## src/rtl/enemy_event_pkg.sv

```systemverilog
// Shared types and constants for the enemy event arbiter slice.
// Optional statistics counters are enabled by ENEMY_EVENT_STATS_EN.
package enemy_event_pkg;

  typedef enum logic [1:0] {
    ENEMY_ST_ACTIVE = 2'd0,
    ENEMY_ST_HIT    = 2'd1,
    ENEMY_ST_DEAD   = 2'd2
  } enemyStateT;

  localparam int unsigned DODGE_WAIT_DEF = 35;
  localparam int unsigned NUM_SHOTS_DEF  = 3;
  localparam int unsigned COOLDOWN_W     = 6;

  function automatic logic [7:0] satInc8(input logic [7:0] value);
    return (value == 8'hFF) ? value : value + 8'd1;
  endfunction

endpackage

```

## src/rtl/enemy_event_arbiter_if.sv

```systemverilog
// Pixel-request inputs and enemy event outputs of one enemy instance.
// hitCount/dodgeCount exist only when ENEMY_EVENT_STATS_EN is defined.
interface enemy_event_arbiter_if
  import enemy_event_pkg::*;
#(
  parameter int unsigned NUM_SHOTS = NUM_SHOTS_DEF
);
  logic                 startOfFrame;
  logic                 enemyDrawingRequest;
  logic                 towerDrawingRequest;
  logic                 dangerZoneRequest;
  logic [NUM_SHOTS-1:0] shotDrawingRequest;
  logic                 pauseKey;
  logic                 respawn;
  logic                 changeDirection;
  logic                 dodgeBullet;
  logic [NUM_SHOTS-1:0] shotCollision;
  logic                 pause;
  logic                 enemyAlive;
`ifdef ENEMY_EVENT_STATS_EN
  logic [7:0]           hitCount;
  logic [7:0]           dodgeCount;
`endif

  // Arbiter side: consumes pixel requests, produces events.
  modport master (
    input  startOfFrame, enemyDrawingRequest, towerDrawingRequest, dangerZoneRequest,
    input  shotDrawingRequest, pauseKey, respawn,
`ifdef ENEMY_EVENT_STATS_EN
    output hitCount, dodgeCount,
`endif
    output changeDirection, dodgeBullet, shotCollision, pause, enemyAlive
  );

  modport slave (
    output startOfFrame, enemyDrawingRequest, towerDrawingRequest, dangerZoneRequest,
    output shotDrawingRequest, pauseKey, respawn,
`ifdef ENEMY_EVENT_STATS_EN
    input  hitCount, dodgeCount,
`endif
    input  changeDirection, dodgeBullet, shotCollision, pause, enemyAlive
  );

endinterface

```

## src/rtl/frame_cooldown.sv

```systemverilog
// Frame-based cooldown: loads a frame count, decrements once per frame tick,
// saturates at zero; busy while nonzero. Fully held while frozen.
module frame_cooldown
  import enemy_event_pkg::*;
#(
  parameter int unsigned WIDTH = COOLDOWN_W
) (
  input  logic             clk,
  input  logic             resetN,
  input  logic             load,
  input  logic [WIDTH-1:0] loadValue,
  input  logic             tick,
  input  logic             freeze,
  output logic             busy
);

  logic [WIDTH-1:0] countQ;

  always_ff @(posedge clk or negedge resetN) begin
    if (!resetN) begin
      countQ <= '0;
    end else if (!freeze) begin
      if (load) begin
        countQ <= loadValue;
      end else if (tick && (countQ != '0)) begin
        countQ <= countQ - WIDTH'(1);
      end
    end
  end

  assign busy = (countQ != '0);

endmodule

```

## src/rtl/enemy_event_arbiter.sv

```systemverilog
// Turns per-pixel overlaps into rate-limited enemy events (one instance per enemy).
// Define ENEMY_EVENT_STATS_EN to add saturating hitCount/dodgeCount outputs.
module enemy_event_arbiter
  import enemy_event_pkg::*;
#(
  parameter int unsigned DODGE_WAIT = DODGE_WAIT_DEF,
  parameter int unsigned NUM_SHOTS  = NUM_SHOTS_DEF
) (
  input logic                   clk,
  input logic                   resetN,
  enemy_event_arbiter_if.master bus
);

  enemyStateT           stateQ;
  logic                 pauseKeyQ;
  logic                 pauseQ;
  logic                 towerFlagQ;
  logic                 dangerFlagQ;
  logic                 changeDirectionQ;
  logic                 dodgeBulletQ;
  logic                 enemyAliveQ;
  logic [NUM_SHOTS-1:0] shotCollisionQ;

  logic [NUM_SHOTS-1:0] shotOverlap;
  logic                 towerOverlap;
  logic                 dangerOverlap;
  logic                 isActive;
  logic                 hit;
  logic                 towerSeen;
  logic                 dangerSeen;
  logic                 fireTower;
  logic                 fireDodge;
  logic                 cooldownBusy;

  always_comb begin
    towerOverlap  = bus.enemyDrawingRequest & bus.towerDrawingRequest;
    dangerOverlap = bus.enemyDrawingRequest & bus.dangerZoneRequest;
    shotOverlap   = bus.shotDrawingRequest & {NUM_SHOTS{bus.enemyDrawingRequest}};
    isActive      = (stateQ == ENEMY_ST_ACTIVE) && !pauseQ;
    hit           = isActive && (|shotOverlap);
    // Frame start clears the flags before this pixel is judged.
    towerSeen     = towerFlagQ && !bus.startOfFrame;
    dangerSeen    = dangerFlagQ && !bus.startOfFrame;
    fireTower     = isActive && !hit && towerOverlap && !towerSeen;
    fireDodge     = isActive && !hit && dangerOverlap && !dangerSeen && !cooldownBusy;
  end

  frame_cooldown #(
    .WIDTH(COOLDOWN_W)
  ) u_dodge_cooldown (
    .clk      (clk),
    .resetN   (resetN),
    .load     (fireDodge),
    .loadValue(COOLDOWN_W'(DODGE_WAIT)),
    .tick     (bus.startOfFrame),
    .freeze   (pauseQ),
    .busy     (cooldownBusy)
  );

  always_ff @(posedge clk or negedge resetN) begin
    if (!resetN) begin
      stateQ           <= ENEMY_ST_ACTIVE;
      pauseKeyQ        <= 1'b0;
      pauseQ           <= 1'b0;
      towerFlagQ       <= 1'b0;
      dangerFlagQ      <= 1'b0;
      changeDirectionQ <= 1'b0;
      dodgeBulletQ     <= 1'b0;
      enemyAliveQ      <= 1'b1;
      shotCollisionQ   <= '0;
    end else begin
      pauseKeyQ        <= bus.pauseKey;
      if (bus.pauseKey && !pauseKeyQ) begin
        pauseQ <= !pauseQ;
      end
      changeDirectionQ <= fireTower;
      dodgeBulletQ     <= fireDodge;
      shotCollisionQ   <= hit ? shotOverlap : '0;
      // Pause freezes the flags and every state transition, HIT included.
      if (!pauseQ) begin
        towerFlagQ  <= towerSeen | fireTower | hit;
        dangerFlagQ <= dangerSeen | fireDodge | hit;
        unique case (stateQ)
          ENEMY_ST_ACTIVE: begin
            if (hit) begin
              stateQ      <= ENEMY_ST_HIT;
              enemyAliveQ <= 1'b0;
            end
          end
          ENEMY_ST_HIT: begin
            stateQ <= ENEMY_ST_DEAD;
          end
          ENEMY_ST_DEAD: begin
            if (bus.respawn) begin
              stateQ      <= ENEMY_ST_ACTIVE;
              enemyAliveQ <= 1'b1;
            end
          end
          default: begin
            stateQ      <= ENEMY_ST_ACTIVE;
            enemyAliveQ <= 1'b1;
          end
        endcase
      end
    end
  end

  assign bus.changeDirection = changeDirectionQ;
  assign bus.dodgeBullet     = dodgeBulletQ;
  assign bus.shotCollision   = shotCollisionQ;
  assign bus.pause           = pauseQ;
  assign bus.enemyAlive      = enemyAliveQ;

`ifdef ENEMY_EVENT_STATS_EN
  logic [7:0] hitCountQ;
  logic [7:0] dodgeCountQ;

  always_ff @(posedge clk or negedge resetN) begin
    if (!resetN) begin
      hitCountQ   <= '0;
      dodgeCountQ <= '0;
    end else begin
      if (|shotCollisionQ) begin
        hitCountQ <= satInc8(hitCountQ);
      end
      if (dodgeBulletQ) begin
        dodgeCountQ <= satInc8(dodgeCountQ);
      end
    end
  end

  assign bus.hitCount   = hitCountQ;
  assign bus.dodgeCount = dodgeCountQ;
`endif

endmodule
```

## src/flat_wrapper.sv

```systemverilog
// flat-port wrapper written by rule: the top's interface ports become plain ports
module enemy_event_arbiter_flat import enemy_event_pkg::*;
#(
  parameter int unsigned DODGE_WAIT = DODGE_WAIT_DEF,
  parameter int unsigned NUM_SHOTS  = NUM_SHOTS_DEF
)
  (clk, resetN, bus_startOfFrame, bus_enemyDrawingRequest, bus_towerDrawingRequest, bus_dangerZoneRequest, bus_shotDrawingRequest, bus_pauseKey, bus_respawn, bus_changeDirection, bus_dodgeBullet, bus_shotCollision, bus_pause, bus_enemyAlive);
  enemy_event_arbiter_if #(.NUM_SHOTS(NUM_SHOTS)) bus_i ();
  input logic clk;
  input logic resetN;
  input wire logic [$bits(bus_i.startOfFrame)-1:0] bus_startOfFrame;
  input wire logic [$bits(bus_i.enemyDrawingRequest)-1:0] bus_enemyDrawingRequest;
  input wire logic [$bits(bus_i.towerDrawingRequest)-1:0] bus_towerDrawingRequest;
  input wire logic [$bits(bus_i.dangerZoneRequest)-1:0] bus_dangerZoneRequest;
  input wire logic [$bits(bus_i.shotDrawingRequest)-1:0] bus_shotDrawingRequest;
  input wire logic [$bits(bus_i.pauseKey)-1:0] bus_pauseKey;
  input wire logic [$bits(bus_i.respawn)-1:0] bus_respawn;
  output wire logic [$bits(bus_i.changeDirection)-1:0] bus_changeDirection;
  output wire logic [$bits(bus_i.dodgeBullet)-1:0] bus_dodgeBullet;
  output wire logic [$bits(bus_i.shotCollision)-1:0] bus_shotCollision;
  output wire logic [$bits(bus_i.pause)-1:0] bus_pause;
  output wire logic [$bits(bus_i.enemyAlive)-1:0] bus_enemyAlive;
  assign bus_i.startOfFrame = bus_startOfFrame;
  assign bus_i.enemyDrawingRequest = bus_enemyDrawingRequest;
  assign bus_i.towerDrawingRequest = bus_towerDrawingRequest;
  assign bus_i.dangerZoneRequest = bus_dangerZoneRequest;
  assign bus_i.shotDrawingRequest = bus_shotDrawingRequest;
  assign bus_i.pauseKey = bus_pauseKey;
  assign bus_i.respawn = bus_respawn;
  assign bus_changeDirection = bus_i.changeDirection;
  assign bus_dodgeBullet = bus_i.dodgeBullet;
  assign bus_shotCollision = bus_i.shotCollision;
  assign bus_pause = bus_i.pause;
  assign bus_enemyAlive = bus_i.enemyAlive;
  enemy_event_arbiter #(.DODGE_WAIT(DODGE_WAIT), .NUM_SHOTS(NUM_SHOTS)) u_core (.clk(clk), .resetN(resetN), .bus(bus_i));
endmodule
```

## config.mk

```make
export PLATFORM = sky130hd
export DESIGN_NAME = enemy_event_arbiter_flat
export DESIGN_NICKNAME = d
export VERILOG_FILES = /design/src/rtl/enemy_event_pkg.sv /design/src/rtl/enemy_event_arbiter_if.sv /design/src/rtl/frame_cooldown.sv /design/src/rtl/enemy_event_arbiter.sv /design/src/flat_wrapper.sv
export SDC_FILE = /design/constraint.sdc
export NUM_CORES = 1
export LEC_CHECK = 0
export ABC_AREA = 0
export CAP_MARGIN = 0
export CORE_MARGIN = 1
export CORE_UTILIZATION = 54
export CTS_CLUSTER_DIAMETER = 200
export DETAILED_ROUTE_END_ITERATION = 7
export MAX_ROUTING_LAYER = met4
export PLACE_DENSITY = 0.9
export REMOVE_ABC_BUFFERS = 1
export SLEW_MARGIN = 20
export SYNTH_ARGS = -nofsm -noshare
export SYNTH_HDL_FRONTEND = slang
export SYNTH_HIERARCHICAL = 1
export SYNTH_SLANG_ARGS = --single-unit
export TNS_END_PERCENT = 20
```

## constraint.sdc

```tcl
create_clock -name clk -period 4.9 [get_ports clk]
set_clock_uncertainty 0.2 [all_clocks]
set_input_delay 0.98 -clock clk [delete_from_list [all_inputs] [get_ports clk]]
set_output_delay 0.98 -clock clk [all_outputs]
set_load 0.02 [all_outputs]
```

-- After elaboration in Yosys (flattened, before gate mapping)
Cells that the tools add are included.
- add/sub/neg operators: 1
- equal/unequal tests: 4
- mux-type cells: 9
- bitwise gates (word level): 9
- reductions and logical operators: 26
- operator list (cell ; count):
    $logic_and A1 B1 Y1 ; 12
    $mux W6 ; 2
    $logic_not A1 Y1 ; 7
    $pmux W2 S3 ; 1
    $reduce_bool A6 Y1 ; 1
    $sub A6 B1 Y6 const B ; 1
    $mux W2 ; 2
    $or A1 B1 Y1 ; 4
    $reduce_and A4 Y1 ; 1
    $and A3 B3 Y3 ; 1
    $mux W3 ; 1
    $pmux W1 S3 ; 1
    $reduce_and A3 Y1 ; 1
    $reduce_or A3 Y1 ; 1
    $and A1 B1 Y1 ; 2
    $eq A2 B1 Y1 const B ; 1
    $eq A2 B2 Y1 const B ; 1
    $logic_not A2 Y1 ; 1
    $mux W1 ; 2
    $ne A2 B1 Y1 const B ; 1
    $ne A2 B2 Y1 const B ; 1
    $not A1 Y1 ; 2
    $reduce_and A2 Y1 ; 1
    $reduce_bool A2 Y1 ; 1
- register bits after elaboration: 18
- input port bits: 11
- output and inout port bits: 7

-- Longest topological paths before layout
- depth in word-level cells: 10
- depth in mapped cells: 10
- gate-level depth less buffers: 9

-- Cells and area by module
The synthesis kept the hierarchy.
- by module, submodules not included (module ; instances ; cells each ; area an instance (um^2) ; seq. area each (um^2)):
    enemy_event_arbiter ; 1 ; 43 ; 509.2 ; 301.5
    frame_cooldown ; 1 ; 55 ; 469.2 ; 150.1

-- Least setup slack after synthesis
Ideal clock, no wire load.
- path kind: input to register
- from: in bus_enemyDrawingRequest
- to: reg u_core.u_dodge_cooldown.countQ[1]
- data arrival time: 2.094 ns
- slack: 2.536 ns
- stages on the path: 6
- cells stage by stage: nor4b_4 nand2_2 nor3_2 nor2b_1 a22oi_1 nand3_1
- word-level cells in the longest chain between the ends: 10
- elaborated cells on any way between the ends: 12
- ends and longest elaborated chain (element ; RTL line ; text):
    from (decl) ; flat_wrapper.sv:12 ; input wire logic [$bits(bus_i.enemyDrawingRequest)-1:0] bus_enemyDrawingRequest;
    $and A3 B3 Y3 ; enemy_event_arbiter.sv:38 ; shotOverlap = bus.shotDrawingRequest & {NUM_SHOTS{bus.enemyDrawingRequest}};
    $reduce_or A3 Y1 ; enemy_event_arbiter.sv:40 ; hit = isActive && (|shotOverlap);
    $logic_and A1 B1 Y1 ; enemy_event_arbiter.sv:40 ;
    $logic_not A1 Y1 ; enemy_event_arbiter.sv:45 ; fireDodge = isActive && !hit && dangerOverlap && !dangerSeen && !cooldownBusy;
    $logic_and A1 B1 Y1 ; enemy_event_arbiter.sv:45 ;
    $logic_and A1 B1 Y1 * (3 in a row) ; enemy_event_arbiter.sv:45 ;
    net u_core.fireDodge ; enemy_event_arbiter.sv:32 ; logic fireDodge;
    $reduce_bool A2 Y1 (no source line) ; n/a ;
    $reduce_and A2 Y1 (no source line) ; n/a ;
    to (signal assigned) ; frame_cooldown.sv:24 ; countQ <= loadValue;
    to (signal assigned) ; frame_cooldown.sv:26 ; countQ <= countQ - WIDTH'(1);
    to (decl) ; frame_cooldown.sv:17 ; logic [WIDTH-1:0] countQ;
Mark *: on every way through the listed nets, which the timed path passes. The rest lies on a longest branch.
A chain may end at the register's enable or synchronous reset.

-- Worst setup path after layout
Ends and elaborated chain as after synthesis.

==> qor.csv <==
metric;value;unit
status;finished clean;
max_stage_delay;0.69;ns
yosysMostFrequentCell;dfrtp_1;
die_area;1990;um^2
cts_hold_buf;0;
ios;18;
grt_max_degree;21;
yosys_warnings;6;
synth_top_area_cell;dfrtp_1;
initial_core_util;57.3;%
r2r_cells;9;
grt_pass1_vias;759;
holdPathEnd;u_core/towerFlagQ$_DFFE_PN0N_;
grt_pass1_wl;3.28;mm
syn_to_final_growth;24.6;%
cts-root-buf;clkbuf_4;
row_count;15;
cp_slowest_cell;nor3_2;
max_cap_violations;0;
netlist.area_leader.share;43.5;%
synth_area;978;um^2
r2r_end;u_core/u_dodge_cooldown/countQ[1]$_DFFE_PN0P_;
ir_worst_vdd;301;uV
async_flop_share;100;%
fillers;136;
drv_slew;0;
r2r-start;u_core/u_dodge_cooldown/countQ[0]$_DFFE_PN0P_;
synth-seq-cells;18;
stdcell_area;1220;um^2
wirelength;1.96;mm
clock.fmax;306;MHz
startpoint_type;primary input;
ctsResizeCount;0;
drive_above_1_share;17.4;%
pre_cts_slack;1.36;ns
whs;0.280;ns
yosys-top-cells-area;dfrtp_1 (43%), nand2_1 (4.2%), a22oi_1 (3.8%);
cp-end-kind;flop;
top_usage_layer;met2;
route.detailed.drc;0;
cts_max_level;1;
met3_usage;6.53;%
grt_use_met2;36.2;%
worst_slack;1.63;ns
routed-via-count;781;
cts_setup_buffers;0;
grt_use_total;24.3;%
use_met1;28.5;%
io_buffers;17;
gp_congestion;0.838;
finalCritPeriodShare;66.7;%
via_per_inst;5.35;
rsz0062_at_grt;false;
fp.dieW;44.6;um
synth-main-ff-cell;dfrtp_1;
die_h;44.6;um
max_slew_margin;46.2;%
clock_latency;0.29;ns
synth_cells;98;
hp-start;u_core/towerFlagQ$_DFFE_PN0N_;
power;531;uW
worstPathCellList;clkdlybuf4s50_1 > nor4b_4 > nand2_2 > nor3_2 > nor2b_1 > a22oi_1 > nand3_1;
antenna_left;0;
clk_path_buf_depth;2;
worst_pin_slew;0.803;ns
final-setup-viol-count;0;
worstSetupPathType;in2reg;
cp_max_fo;14;
synth-edff-count;0;
ys_top_cells_by_count;dfrtp_1 (17), nand2_1 (11), nor2_1 (6), nor3_1 (6);
initialDrtViolationCount;20;
core-area;1710;um^2
drt_pass1_iterations;4;
rrSetupSlack;1.81;ns
period_needed;3.27;ns
leakage;0.000526;uW
dp_hpwl;1.40;mm
whs_path_depth;2;
num_antenna_cells;0;
hold_path.class;reg2reg;
placed_area;1180;um^2
clk_pin_slew;0.11;ns
syn_avg_cell_area;9.98;um^2
nNetsFinal;135;
ys_seq_area_share;46.2;%
required;4.94;ns
netlist-cell-type-count;38;
power.density;436;nW/um^2
report.final.hold_viol_count;0;
cts_buffers;3;
fin_tns_setup;0;ns
antenna_found_initial;0;
crit_arrival;3.30;ns
overflow;0;
cts_tree;yes;
clock-sinks;18;
wl_per_cell;13.4;um
==> worst max-delay path by stage <==
stage                             from                                       endpoint  slack [ns]  cells past startpoint
2_1_floorplan  bus_enemyDrawingRequest  u_core/u_dodge_cooldown/countQ[1]$_DFFE_PN0P_        2.25                      6
3_3_place_gp   bus_enemyDrawingRequest  u_core/u_dodge_cooldown/countQ[1]$_DFFE_PN0P_        1.57                      7
3_5_place_dp   bus_enemyDrawingRequest  u_core/u_dodge_cooldown/countQ[1]$_DFFE_PN0P_        1.36                      7
4_1_cts        bus_enemyDrawingRequest  u_core/u_dodge_cooldown/countQ[1]$_DFFE_PN0P_        1.66                      7
5_1_grt        bus_enemyDrawingRequest  u_core/u_dodge_cooldown/countQ[1]$_DFFE_PN0P_        1.48                      7
6_report       bus_enemyDrawingRequest  u_core/u_dodge_cooldown/countQ[1]$_DFFE_PN0P_        1.63                      7
==> through the flow <==
step / utilization, % / cells
after CTS: 71.4 / 146
after detailed placement: 69.2 / 142
final: 71.4 / 146
after floorplan: - / 100
after global routing: 71.4 / 146
after global placement: 69.2 / 142
==> routing by layer <==
layer / wire length (um) / vias up / part of all wire, %
li1: - / 379 / -
met1: 900 / 372 / 46
met2: 921 / 26 / 47
met3: 105 / 4 / 5.4
met4: 33 / 0 / 1.7
met5: 0 / - / 0
==> where the power goes <==
part | leakage, uW | switching, uW | internal [uW]
Combinational | 0.000288 | 87.5 | 101
Sequential | 0.000217 | 57.5 | 192
Clock | 0.0000210 | 48.1 | 45.2
==> cells in the final DEF (no fill, tap or decap), types with 3 or more instances in the layout <==
master,Yosys,routed
nor3_1,6,6
clkbuf_4,0,3
mux2i_1,3,3
nand2_1,11,11
and2_2,3,3
nand2b_1,3,3
clkdlybuf4s50_1,0,17
inv_1,5,5
a22oi_1,5,5
nor2_1,6,6
nor2b_1,3,3
dfrtp_1,17,17
conb_1,2,6
o21ai_0,3,3
==> state kept, by name, summed over array words and instances, names as in the netlist <==
signal	cells
u_core/bus.enemyAlive	1
u_core/bus.changeDirection	1
u_core/bus.shotCollision	3
u_core/bus.dodgeBullet	1
u_core/pauseKeyQ	1
u_core/towerFlagQ	1
u_core/u_dodge_cooldown/countQ	6
u_core/stateQ	2
u_core/bus.pause	1
u_core/dangerFlagQ	1
==> cells by family after synthesis <==
kind of cell,Yosys count,synth area share [%]
AND/OR/NAND/NOR,47,29.2
AO/OA/AOI/OAI,18,14.2
flip-flops,18,46.2
buffers and inverters,7,3.20
multiplexers,3,3.07
adder cells (fa/ha/maj),2,2.56
other,2,0.768
XOR/XNOR,1,0.895
==> final cells by class <==
class	instances	area (um^2)	share of cell area (%)
flip-flops and latches	18	452	37.1
multi-input cells	77	510	41.9
well taps	25	31.3	2.57
inverters	5	18.8	1.54
repair buffers	17	170	14.0
clock buffers	4	36.3	2.98
==> critical path: cells and delay by family <==
kind,cells,cell delay (ns)
AOI/OAI and AO/OA,1,0.13
buffers and inverters,1,0.47
and+or+nand+nor,5,1.72
Note: power is estimated with default switching activity, not from simulation.
==> RTL edit (same settings) <==
The 3 states of `enemyStateT` get a one-hot encoding in 3 bits.
--- a/src/rtl/enemy_event_pkg.sv
+++ b/src/rtl/enemy_event_pkg.sv
@@ -2,10 +2,10 @@
 // Optional statistics counters are enabled by ENEMY_EVENT_STATS_EN.
 package enemy_event_pkg;
 
-  typedef enum logic [1:0] {
-    ENEMY_ST_ACTIVE = 2'd0,
-    ENEMY_ST_HIT    = 2'd1,
-    ENEMY_ST_DEAD   = 2'd2
+  typedef enum logic [2:0] {
+    ENEMY_ST_ACTIVE = 3'b001,
+    ENEMY_ST_HIT    = 3'b010,
+    ENEMY_ST_DEAD   = 3'b100
   } enemyStateT;
 
   localparam int unsigned DODGE_WAIT_DEF = 35;
Behaviour: same outputs for any inputs over 10 cycles, from zero or initial values and one cycle with resetN low; not proved beyond that.
==> RTL edit against the original RTL <==
Power rose by 9.1%; setup slack improved by 23 ps; utilization fell by 3.4 points; synthesized area rose by 13%; sequential cell count rose by 1; routed wire length rose by 8.3%; via count rose by 9.9%; final area rose by 8.2%; critical path type unchanged.
==> RTL edit: results (changes against the original RTL) <==
[min_path]
hold_path_end=u_core/bus.changeDirection  ; was u_core/towerFlagQ
whs_path_depth=1  ; was 2
min_from=u_core/towerFlagQ  ; unchanged

[placement]
place_area_um2=1290  ; was 1180 um^2
gp_congestion=0.844  ; was 0.838
dp_slack_ps=1430  ; was 1360 ps
dp_hpwl_um=1590  ; was 1400 um
dp_cells=154  ; was 142

[sta]
worstMarginPinSlew_ps=828  ; was 803 ps
min_period_over_period_pct=66.2  ; was 66.7%
hold_slack_ps=324  ; was 280 ps

[pwr]
p_comb_share_pct=37.4  ; was 35.5%
p_leak_nw=0.541  ; was 0.526 nW
power.share.clock_pct=13.7  ; was 17.6%
ir_drop_uv=244  ; was 301 uV
powerClk_uw=79.5  ; was 93.4 uW
internal_power_uw=348  ; was 338 uW

[synth]
ys_seq_area_share_pct=43.2  ; was 46.2%
synth_cells=111  ; was 98
synth_common_cells=dfrtp_1 (17), nand2_1 (10), inv_1 (9)  ; was dfrtp_1 (17), nand2_1 (11), nor2_1 (6), nor3_1 (6)
synth_top_cells_by_area=dfrtp_1 (38%), a2111oi_4 (5.0%), dfstp_2 (4.7%)  ; was dfrtp_1 (43%), nand2_1 (4.2%), a22oi_1 (3.8%)

[worst_setup_path]
r2r_cells=9  ; unchanged
critPathArrivalTime_ps=3280  ; was 3300 ps
crit_fanout=14  ; unchanged
regToRegEndpoint=u_core/u_dodge_cooldown/countQ[5]  ; was u_core/u_dodge_cooldown/countQ[1]
worst-r2r-setup-slack_ps=1790  ; was 1810 ps
cpPeakStageDelay_ps=650  ; was 690 ps
cp_slowest_cell=a2111oi_4  ; was nor3_2

[clocking]
htreeDepth=1  ; unchanged
cts.repair.resized=0  ; unchanged
clkLatencyLatePin_ps=300

[global_route]
first_global_vias=794  ; was 759
grt_pass1_wl_um=3390  ; was 3280 um
track_usage_pct=23.3  ; was 24.3%
grt_max_degree=23  ; was 21

[layout]
drive_above_1_share_pct=13.0  ; was 17.4%
stdcell_count=158  ; was 146
antennaDiodeCount=0  ; unchanged

[run_status]
status=complete, no violations  ; unchanged

[drt]
drtIter0Drc=23  ; was 20
drt-total-wl_um=2120  ; was 1960 um

## RTL edit: cell types whose count changed after synthesis, sizes merged, moves of 2 or more
cell	change
buf	+2
o22a	+2
nor2	+2
and2	-2
a211oi	+2
nand2	-2
o21ai	+2
a2111oi	+2
inv	+5
## RTL edit: layout make-up
| type | count | area, um^2 |
|---|---|---|
| repair buffers | 17 | 170 |
| fillers | 154 | 623 |
| inverters | 10 | 37.5 |
| clock buffers | 4 | 26.3 |
| multi-input cells | 81 | 573 |
| well taps | 27 | 33.8 |
| flip-flops and latches | 19 | 478 |
## RTL edit: cells by family after synthesis
family / share of synthesized area, %
AND/OR/NAND/NOR: 24.7
AO/OA/AOI/OAI: 18.4
other: 0.678
adder cells (fa/ha/maj): 2.26
XOR/XNOR: 1.58
multiplexers: 2.71
flip-flops: 43.2
buffers and inverters: 6.44
## RTL edit: metal layers
layer	vias up	GRT usage, %	routed length, um
met5	-	-	0
met4	0	14.3	14
met3	2	5.38	84
met2	24	35.6	1120
met1	406	27.5	907
li1	426	-	-
